[src/rtl/spi_frame_sched_pkg.sv]
// rtl/spi_frame_sched_pkg.sv - shared types, constants and frame builder for spi_frame_sched
package spi_frame_sched_pkg;

    typedef enum logic [2:0] {
        ST_IDLE  = 3'd0,
        ST_START = 3'd1,
        ST_SEND  = 3'd2,
        ST_END   = 3'd3,
        ST_GAP   = 3'd4
    } state_t;

    localparam logic [7:0] TYPE_FREQ  = 8'h01;
    localparam logic [7:0] TYPE_PHASE = 8'h02;
    localparam int         FRAME_LEN  = 7;

    typedef logic [FRAME_LEN-1:0][7:0] frame_t;

    // Element 0 is the first byte on the wire; payload goes out MSB first.
    function automatic frame_t build_frame(input logic [7:0] hdr, input logic [7:0] typ,
                                           input logic [31:0] pl);
        frame_t f;
        f[0] = hdr;
        f[1] = typ;
        f[2] = pl[31:24];
        f[3] = pl[23:16];
        f[4] = pl[15:8];
        f[5] = pl[7:0];
        f[6] = typ ^ pl[31:24] ^ pl[23:16] ^ pl[15:8] ^ pl[7:0];
        return f;
    endfunction

endpackage

[src/rtl/sched_rr_arb2.sv]
// rtl/sched_rr_arb2.sv - two-requester round-robin arbiter, requester 0 favoured after reset
module sched_rr_arb2 (
    input  logic clk_i,
    input  logic rst_ni,
    input  logic req0_i,
    input  logic req1_i,
    input  logic adv_i,
    output logic gnt0_o,
    output logic gnt1_o
);

    // last_q = 1 means requester 1 was granted last, so requester 0 has priority.
    logic last_q;

    assign gnt0_o = req0_i & (~req1_i | last_q);
    assign gnt1_o = req1_i & (~req0_i | ~last_q);

    always_ff @(posedge clk_i or negedge rst_ni) begin
        if (!rst_ni) begin
            last_q <= 1'b1;
        end else if (adv_i && (gnt0_o || gnt1_o)) begin
            last_q <= gnt1_o;
        end
    end

endmodule

[src/rtl/spi_frame_sched.sv]
// rtl/spi_frame_sched.sv - captures measurement results and serialises them as 7-byte SPI frames
module spi_frame_sched
    import spi_frame_sched_pkg::*;
#(
    parameter logic [7:0]  HEADER       = 8'hA5,
    parameter int unsigned GAP_CYCLES   = 100,
    parameter int unsigned DONE_TIMEOUT = 100000
) (
    input  logic        sys_clk,
    input  logic        rst_n,
    input  logic        measurement_end_flag,
    input  logic [31:0] fx,
    input  logic        phase_end_flag,
    input  logic [15:0] high_times,
    input  logic [15:0] all_times,
    input  logic        send_done,
    output logic        spi_start,
    output logic        spi_end,
    output logic [7:0]  data_send,
    output logic        busy,
    output logic [15:0] frames_sent,
    output logic [7:0]  drop_cnt,
    output logic        timeout_err
);

    localparam logic [31:0] TO_LAST  = DONE_TIMEOUT - 1;
    localparam logic [31:0] GAP_LAST = (GAP_CYCLES == 0) ? 32'd0 : GAP_CYCLES - 1;

    state_t      state_q, state_d;
    logic [2:0]  idx_q, idx_d;
    logic [31:0] wait_q, wait_d;
    logic [31:0] gap_q, gap_d;
    logic        abort_q, abort_d;
    logic [7:0]  data_q, data_d;
    frame_t      frame_q;
    logic        freq_pend_q, phase_pend_q;
    logic [31:0] freq_pl_q, phase_pl_q;
    logic [15:0] frames_q;
    logic [7:0]  drop_q;
    logic        tmo_err_q;
    logic        load, cnt_inc, tmo_hit;
    logic        gnt_freq, gnt_phase;
    logic        drop_freq, drop_phase;
    logic [8:0]  drop_sum;

    sched_rr_arb2 u_arb (
        .clk_i  (sys_clk),
        .rst_ni (rst_n),
        .req0_i (freq_pend_q),
        .req1_i (phase_pend_q),
        .adv_i  (state_q == ST_IDLE),
        .gnt0_o (gnt_freq),
        .gnt1_o (gnt_phase)
    );

    always_comb begin
        state_d = state_q;
        idx_d   = idx_q;
        wait_d  = wait_q;
        gap_d   = gap_q;
        abort_d = abort_q;
        data_d  = data_q;
        load    = 1'b0;
        cnt_inc = 1'b0;
        tmo_hit = 1'b0;
        case (state_q)
            ST_IDLE: begin
                if (gnt_freq || gnt_phase) begin
                    load    = 1'b1;
                    data_d  = HEADER;
                    state_d = ST_START;
                end
            end
            ST_START: begin
                idx_d   = 3'd0;
                wait_d  = 32'd0;
                abort_d = 1'b0;
                state_d = ST_SEND;
            end
            ST_SEND: begin
                if (send_done) begin
                    wait_d = 32'd0;
                    if (idx_q == 3'(FRAME_LEN - 1)) begin
                        state_d = ST_END;
                    end else begin
                        idx_d  = idx_q + 3'd1;
                        data_d = frame_q[idx_q + 3'd1];
                    end
                end else if (wait_q >= TO_LAST) begin
                    abort_d = 1'b1;
                    tmo_hit = 1'b1;
                    state_d = ST_END;
                end else begin
                    wait_d = wait_q + 32'd1;
                end
            end
            ST_END: begin
                cnt_inc = ~abort_q;
                gap_d   = 32'd0;
                state_d = ST_GAP;
            end
            ST_GAP: begin
                if (gap_q >= GAP_LAST) begin
                    state_d = ST_IDLE;
                end else begin
                    gap_d = gap_q + 32'd1;
                end
            end
            default: state_d = ST_IDLE;
        endcase
    end

    // A flag landing on the grant cycle replaces data already being framed, so nothing is lost.
    assign drop_freq  = measurement_end_flag & freq_pend_q & ~(load & gnt_freq);
    assign drop_phase = phase_end_flag & phase_pend_q & ~(load & gnt_phase);
    assign drop_sum   = {1'b0, drop_q} + {8'd0, drop_freq} + {8'd0, drop_phase};

    always_ff @(posedge sys_clk or negedge rst_n) begin
        if (!rst_n) begin
            state_q      <= ST_IDLE;
            idx_q        <= 3'd0;
            wait_q       <= 32'd0;
            gap_q        <= 32'd0;
            abort_q      <= 1'b0;
            data_q       <= 8'h00;
            frame_q      <= '0;
            freq_pend_q  <= 1'b0;
            phase_pend_q <= 1'b0;
            freq_pl_q    <= 32'd0;
            phase_pl_q   <= 32'd0;
            frames_q     <= 16'd0;
            drop_q       <= 8'd0;
            tmo_err_q    <= 1'b0;
        end else begin
            state_q <= state_d;
            idx_q   <= idx_d;
            wait_q  <= wait_d;
            gap_q   <= gap_d;
            abort_q <= abort_d;
            data_q  <= data_d;
            if (load) begin
                frame_q <= gnt_freq ? build_frame(HEADER, TYPE_FREQ, freq_pl_q)
                                    : build_frame(HEADER, TYPE_PHASE, phase_pl_q);
            end
            if (measurement_end_flag) begin
                freq_pend_q <= 1'b1;
                freq_pl_q   <= fx;
            end else if (load && gnt_freq) begin
                freq_pend_q <= 1'b0;
            end
            if (phase_end_flag) begin
                phase_pend_q <= 1'b1;
                phase_pl_q   <= {high_times, all_times};
            end else if (load && gnt_phase) begin
                phase_pend_q <= 1'b0;
            end
            drop_q <= drop_sum[8] ? 8'hFF : drop_sum[7:0];
            if (cnt_inc) frames_q <= frames_q + 16'd1;
            if (tmo_hit) tmo_err_q <= 1'b1;
        end
    end

    assign spi_start   = (state_q == ST_START);
    assign spi_end     = (state_q == ST_END);
    assign busy        = (state_q != ST_IDLE);
    assign data_send   = data_q;
    assign frames_sent = frames_q;
    assign drop_cnt    = drop_q;
    assign timeout_err = tmo_err_q;

endmodule
[config.mk]
export PLATFORM = sky130hd
export DESIGN_NAME = spi_frame_sched
export DESIGN_NICKNAME = d
export VERILOG_FILES = /design/src/rtl/spi_frame_sched_pkg.sv /design/src/rtl/sched_rr_arb2.sv /design/src/rtl/spi_frame_sched.sv
export SDC_FILE = /design/constraint.sdc
export NUM_CORES = 1
export LEC_CHECK = 0
export ABC_AREA = 1
export CORE_MARGIN = 5
export CORE_UTILIZATION = 38
export CTS_CLUSTER_SIZE = 8
export DETAILED_ROUTE_END_ITERATION = 7
export GPL_ROUTABILITY_DRIVEN = 0
export GPL_TIMING_DRIVEN = 0
export PLACE_DENSITY = 0.61
export SETUP_SLACK_MARGIN = 0.3
export SLEW_MARGIN = 25
export SYNTH_ARGS = -nofsm -noshare
export SYNTH_HDL_FRONTEND = slang
export SYNTH_HIERARCHICAL = 1
export SYNTH_SLANG_ARGS = --single-unit
export TNS_END_PERCENT = 30
[constraint.sdc]
create_clock -name sys_clk -period 3.1 [get_ports sys_clk]
set_input_delay 0.62 -clock sys_clk [delete_from_list [all_inputs] [get_ports sys_clk]]
set_output_delay 0.62 -clock sys_clk [all_outputs]
set_load 0.05 [all_outputs]
==> results of run 1 <==
==> logic make-up after synthesis <==
group,Yosys count
flops,214
buf+inv,203
mux,3
simple gates,531
fa+ha+maj,6
xor+xnor,70
compound gates,155
==> layout make-up <==
class | count | share of cell area
flip-flops and latches | 214 | 0.430
multi-input cells | 765 | 0.319
repair buffers | 105 | 0.0869
clock buffers | 41 | 0.0636
inverters | 164 | 0.0494
well taps | 335 | 0.0336
plain buffers | 39 | 0.0147
clock inverters | 1 | 0.00241
==> flip-flops by register name (all words and copies together), names as in the netlist <==
signal and count:
idx_q 3, abort_q 1, wait_q 32, freq_pend_q 1, freq_pl_q 32, drop_cnt 8, state_q 3, phase_pend_q 1
frame_q 43, phase_pl_q 32, timeout_err 1, data_send 8, u_arb/last_q 1, frames_sent 16, gap_q 32
==> routing by layer <==
layer	wire length, um	vias up
met5	0	-
met4	712	0
met3	1340	44
met2	12600	208
met1	12100	3876
li1	-	4050
==> placed cells by master (no fill, tap or decap), drive strengths merged, types with 2 or more instances in the layout <==
cell	count
nand2	293
nand3b	2
mux2i	3
a21boi	2
o21a	4
nand3	73
o221ai	32
nor3	10
xor2	17
a22o	2
nor3b	3
ha	5
clkbuf	64
nand4	29
a22oi	4
o21bai	2
o21ai	91
a21oi	14
dfrtp	213
xnor2	53
inv	164
buf	21
nor2	118
clkdlybuf4s50	99
==> worst paths after layout <==
path	from	endpoint	slack [ps]	depth (start not counted)
max	state_q[1]	spi_end	300	3
min	rst_n	wait_q[16]	40	1
max reg2reg	u_arb/last_q	drop_cnt[7]	560	17
min reg2reg	frame_q[5]	frame_q[5]	450	2
max in group asynchronous	rst_n	u_arb/last_q	1900	3
min in group sys_clk	frame_q[5]	frame_q[5]	450	2
==> worst max-delay path, cell delays in order (launching register included) <==
cell and delay, ps:
dfrtp_1 500, nand3_4 200, inv_1 130, clkdlybuf4s50_1 810
==> power by group <==
part | switching [mW] | internal, mW | total [mW]
Sequential | 0.354 | 3.32 | 3.67
Clock | 1.18 | 1.75 | 2.93
Combinational | 2.45 | 1.20 | 3.65
==> timing repair <==
action	CTS	global route
gates resized for setup	6	9
pin swaps	0	0
buffers inserted	0	1
setup endpoints to repair	11	10
==> run_results.csv, run 1 <==
group,metric,value,unit
power,finalPower,10.3,mW
synthesis,synth-simple-area-share,0.226,
timing,tightestPinTransition,841,ps
routing,wire_per_inst,16.0,um
synthesis,synth_top_family_by_area,"simple AND/OR/NAND/NOR gates",
routing,drcViolationCount,0,
clock_network,cts_hold_buf,0,
routing,first_pass_iters,6,
synthesis,ys_seq_area_frac,0.530,
timing,rsz0062_at_grt,"yes",
layout,area_delta_synth_final,23.3,%
grt,overflow,0,
grt,met1_usage,0.241,
synthesis,synth-xor-area-share,0.0607,
worst_setup_path,startpoint_type,"flop",
grt,use_met3,0.0297,
floorplanning,ios,105,
power,power.density,823,nW/um^2
clock_network,htree_levels,1,
clock_network,cts_tree,"done",
routing,wirelength,26700,um
routing,viasPerCell,4.91,
timing,slew_headroom,0.437,
timing,period_share,0.903,
grt,use_met2,0.296,
floorplanning,start_util,0.387,
grt,grt_pass1_vias,8329,
worst_setup_path,end_kind,"primary output",
worst_setup_path,worstPathRequired,2480,ps
power,p_leak,5.79,nW
clock_network,cts_root_buffer,"clkbuf_16",
synthesis,synth_top_area_cell,"dfrtp_1",
floorplanning,die_w,173,um
min_path,hold_class,"primary input to async pin",
floorplanning,core-area,26100,um^2
timing,holdWs,40.9,ps
layout,regArea,5360,um^2
layout,multi_input_area,3980,um^2
layout,final_nets,1394,
routing,drt_iter0_markers,486,
synthesis,synth_top_cell_area_share,0.528,
synthesis,synth_compound_gate_area_share,0.0944,
clock_network,clockBufferDepth,3,
layout,final_area,12500,um^2
worst_setup_path,arrival,2180,ps
grt,antenna_found_initial,0,
grt,gr-usage-all-layers,0.178,
synthesis,synth_adder_area_share,0.00817,
synthesis,yosys-top-cells-area,"dfrtp_1 53%, nand2_1 11%, inv_1 5.8%",
floorplanning,rows,59,
routing,dr_total_vias,8178,
synthesis,yosysMostFrequentCell,"nand2_1",
placement,place_ws,-231,ps
status,status,"completed",
layout,fin_util,0.477,
synthesis,yosys-top-cells-count,"290 x nand2_1, 213 x dfrtp_1, 156 x inv_1, 113 x nor2_1, 88 x o21ai_0",
placement,postPlaceCellArea,11600,um^2
synthesis,synth_edf_count,0,
clock_network,cts_inserted_buffers,30,
timing,worst_slack,301,ps
worst_setup_path,crit_fanout,7,
synthesis,synth-warning-count,6,
layout,drive_gt1_frac,0.0625,
timing,report.final.hold_viol_count,0,
grt,grt_pass1_wl,44000,um
synthesis,synth_cell_types,48,
placement,dp.cells,1621,
clock_network,clock_latency,560,ps
timing,fin_worst_skew,30.2,ps
synthesis,syn_inst,1182,
layout,layout.cells.non_filler,1664,
placement,dp_hpwl,18900,um
worst_setup_path,crit_type,"flop to primary output",
clock_network,clkSlewWorstSetupHoldPaths,60,ps
synthesis,synthesis.area,10100,um^2
synthesis,ys_ff_latch,214,
synthesis,syn_avg_cell_area,8.55,um^2
grt,grt_max_degree,79,
layout,antenna_cells,0,
grt,busiest_layer,"met2",
floorplanning,die-area,29900,um^2
synthesis,synth_nets,1257,
layout,fillers,2568,
power,irDropWorstVdd,0.000496,V
floorplanning,die_h,173,um
timing,finalCriticalPeriod,2800,ps
clock_network,cts_sinks,214,
timing,drv_slew,0,
synthesis,ys.flop_type,"dfrtp_1",
synthesis,synthArstFlopShare,1.00,
routing,ant_nets,0,
timing,fin_setup_tns,0,ps
flow_run,drv_cap,0,
synthesis,muxShareOfSynthArea,0.00297,
placement,port_buffers,102,
timing,finalSetupViolations,0,
timing,fmax,357,MHz
(Power assumes the default switching activity.)
==> run 2, diff against run 1 <==
--- a/config.mk
+++ b/config.mk
@@ -10,7 +10,6 @@
 export CORE_UTILIZATION = 38
 export CTS_CLUSTER_SIZE = 8
 export DETAILED_ROUTE_END_ITERATION = 7
-export GPL_ROUTABILITY_DRIVEN = 0
 export GPL_TIMING_DRIVEN = 0
 export PLACE_DENSITY = 0.61
 export SETUP_SLACK_MARGIN = 0.3
==> constraint.sdc (replaced) <==
create_clock -name sys_clk -period 2.7 [get_ports sys_clk]
set_input_delay 0.54 -clock sys_clk [delete_from_list [all_inputs] [get_ports sys_clk]]
set_output_delay 0.54 -clock sys_clk [all_outputs]
set_load 0.05 [all_outputs]
==> run 2 against run 1 <==
Compared with the run above: first-iteration DRC count is 24% higher; combinational power rose by 22%; via count rose by 2.1%; cell area rose by 1.1%; non-clock buffer count up 9; count of clock-buffer cells in the layout rose by 2; largest cell class unchanged; setup slack better by 55 ps.
==> run_results.csv, run 2 (same netlist as run 1, synthesis figures left out) <==
group,metric,value,unit
clock_network,clock_latency,540,ps
routing,first_pass_iters,5,
timing,drv_slew,0,
placement,dp.cells,1621,
worst_setup_path,reg2regPathDepth,17,
layout,mostFrequentLayoutCell,"nand2_1",
floorplanning,die_w,173,um
worst_setup_path,arrival,1800,ps
grt,antenna_found_initial,0,
clock_network,cts_tree,"done",
timing,fmax,427,MHz
grt,grt_max_degree,95,
layout,final_cell_mix,"286 x nand2_1, 212 x dfrtp_1, 153 x inv_1",
floorplanning,rows,59,
timing,tightestPinTransition,758,ps
floorplanning,die_h,173,um
power,power.density,956,nW/um^2
status,status,"completed",
routing,wire_per_inst,15.9,um
clock_network,cts_inserted_buffers,30,
routing,viasPerCell,4.99,
grt,grt_pass1_vias,8120,
clock_network,clockBufferDepth,3,
power,irDropWorstVdd,0.000540,V
grt,grt_pass1_wl,42800,um
routing,wirelength,26600,um
worst_setup_path,crit_fanout,5,
layout,largest-register,"frame_q",
worst_setup_path,timing.rr.start,"u_arb/last_q",
routing,ant_nets,0,
timing,period_share,0.868,
placement,dp_hpwl,18700,um
grt,use_met2,0.284,
power,p_leak,5.86,nW
layout,drive_gt1_frac,0.0784,
layout,largest_reg_flops,43,
timing,slew_headroom,0.495,
grt,overflow,0,
floorplanning,ios,105,
grt,use_met3,0.0262,
worst_setup_path,end_kind,"primary output",
grt,met1_usage,0.245,
placement,port_buffers,102,
layout,antenna_cells,0,
worst_setup_path,startpoint_type,"flop",
timing,report.final.hold_viol_count,0,
worst_setup_path,crit_path_end,"busy",
routing,dr_total_vias,8351,
layout,final_area,12600,um^2
clock_network,clkSlewWorstSetupHoldPaths,50,ps
floorplanning,start_util,0.387,
layout,final_nets,1403,
worst_setup_path,crit_type,"flop to primary output",
timing,worst_slack,356,ps
layout,layout.cells.non_filler,1674,
grt,busiest_layer,"met2",
placement,postPlaceCellArea,11600,um^2
timing,fin_worst_skew,15.1,ps
clock_network,cts_root_buffer,"clkbuf_16",
floorplanning,die-area,29900,um^2
layout,area_delta_synth_final,24.7,%
timing,finalCriticalPeriod,2340,ps
timing,rsz0062_at_grt,"yes",
routing,drcViolationCount,0,
timing,holdWs,453,ps
worst_setup_path,worstPathRequired,2160,ps
placement,place_ws,-428,ps
grt,gr-usage-all-layers,0.174,
routing,drt_iter0_markers,603,
worst_setup_path,r2r_slack,410,ps
flow_run,drv_cap,0,
worst_setup_path,r2r_end,"drop_cnt[7]",
placement,gp_congestion,0.923,
worst_setup_path,cp-startpoint,"state_q[2]",
clock_network,cts_sinks,214,
floorplanning,core-area,26100,um^2
min_path,hold_class,"flop to flop",
clock_network,htree_levels,1,
timing,finalSetupViolations,0,
-- run 2: changes by cell type in the layout (fill, tap and decap cells not counted), moves of 3 or more --
| cell | before | now |
|---|---|---|
| o21ai_1 | 3 | 6 |
| buf_4 | 3 | 12 |
| o21ai_0 | 88 | 85 |
| nor2_4 | 2 | 5 |
| inv_1 | 156 | 153 |
-- run 2: metal layers --
metal  up-vias  part of all wire
li1       4070                 -
met1      3991              0.45
met2       249              0.47
met3        41             0.056
met4         0             0.023
met5         -                 0
-- run 2: layout make-up --
| cell class | count | area (um^2) |
|---|---|---|
| inverter | 164 | 626 |
| fill | 2611 | 13500 |
| clock buffer | 43 | 821 |
| sequential | 214 | 5360 |
| multi-input combinational | 765 | 4030 |
| timing repair buffer | 114 | 1160 |
| buffer | 39 | 189 |
| tap | 335 | 419 |
-- run 2: worst min-delay path by stage --
| stage | cells past startpoint | end | startpoint | slack (ps) |
|---|---|---|---|---|
| floorplan | 0 | abort_q | rst_n | 240 |
| global placement | 2 | frame_q[5] | frame_q[5] | 440 |
| detailed placement | 2 | frame_q[5] | frame_q[5] | 440 |
| CTS | 2 | frame_q[5] | frame_q[5] | 450 |
| global route | 2 | frame_q[5] | frame_q[5] | 480 |
| finish | 2 | frame_q[5] | frame_q[5] | 450 |
-- run 2: what timing repair did --
action	CTS	global route
hold buffers	1	0
hold endpoints to repair	39	0
buffers inserted	6	3
gates resized for setup	21	15
pin swaps	8	8
setup endpoints to repair	22	22
-- run 2: critical path, cell delays in order, from the launching register on --
cell	delay [ps]
dfrtp_1	390
nor2_1	130
inv_2	70
nor2_4	180
inv_6	70
dlygate4sd2_1	430
-- run 2: per-stage QoR --
stage | power, mW | TNS [ps] | util
global placement | 8.44 | -1759950 | 0.443
CTS | 12.0 | 0 | 0.480
finish | 12.0 | 0 | 0.482
floorplan | 7.03 | 0 | -
global route | 12.7 | 0 | 0.482
detailed placement | 8.50 | -3030 | 0.445
-- run 2: power breakdown --
group          switching (mW)  internal, mW  total [mW]  leakage [nW]
Sequential              0.429          3.81        4.24          2.74
Clock                    1.30          2.05        3.35         0.396
Combinational            2.93          1.51        4.44          2.73
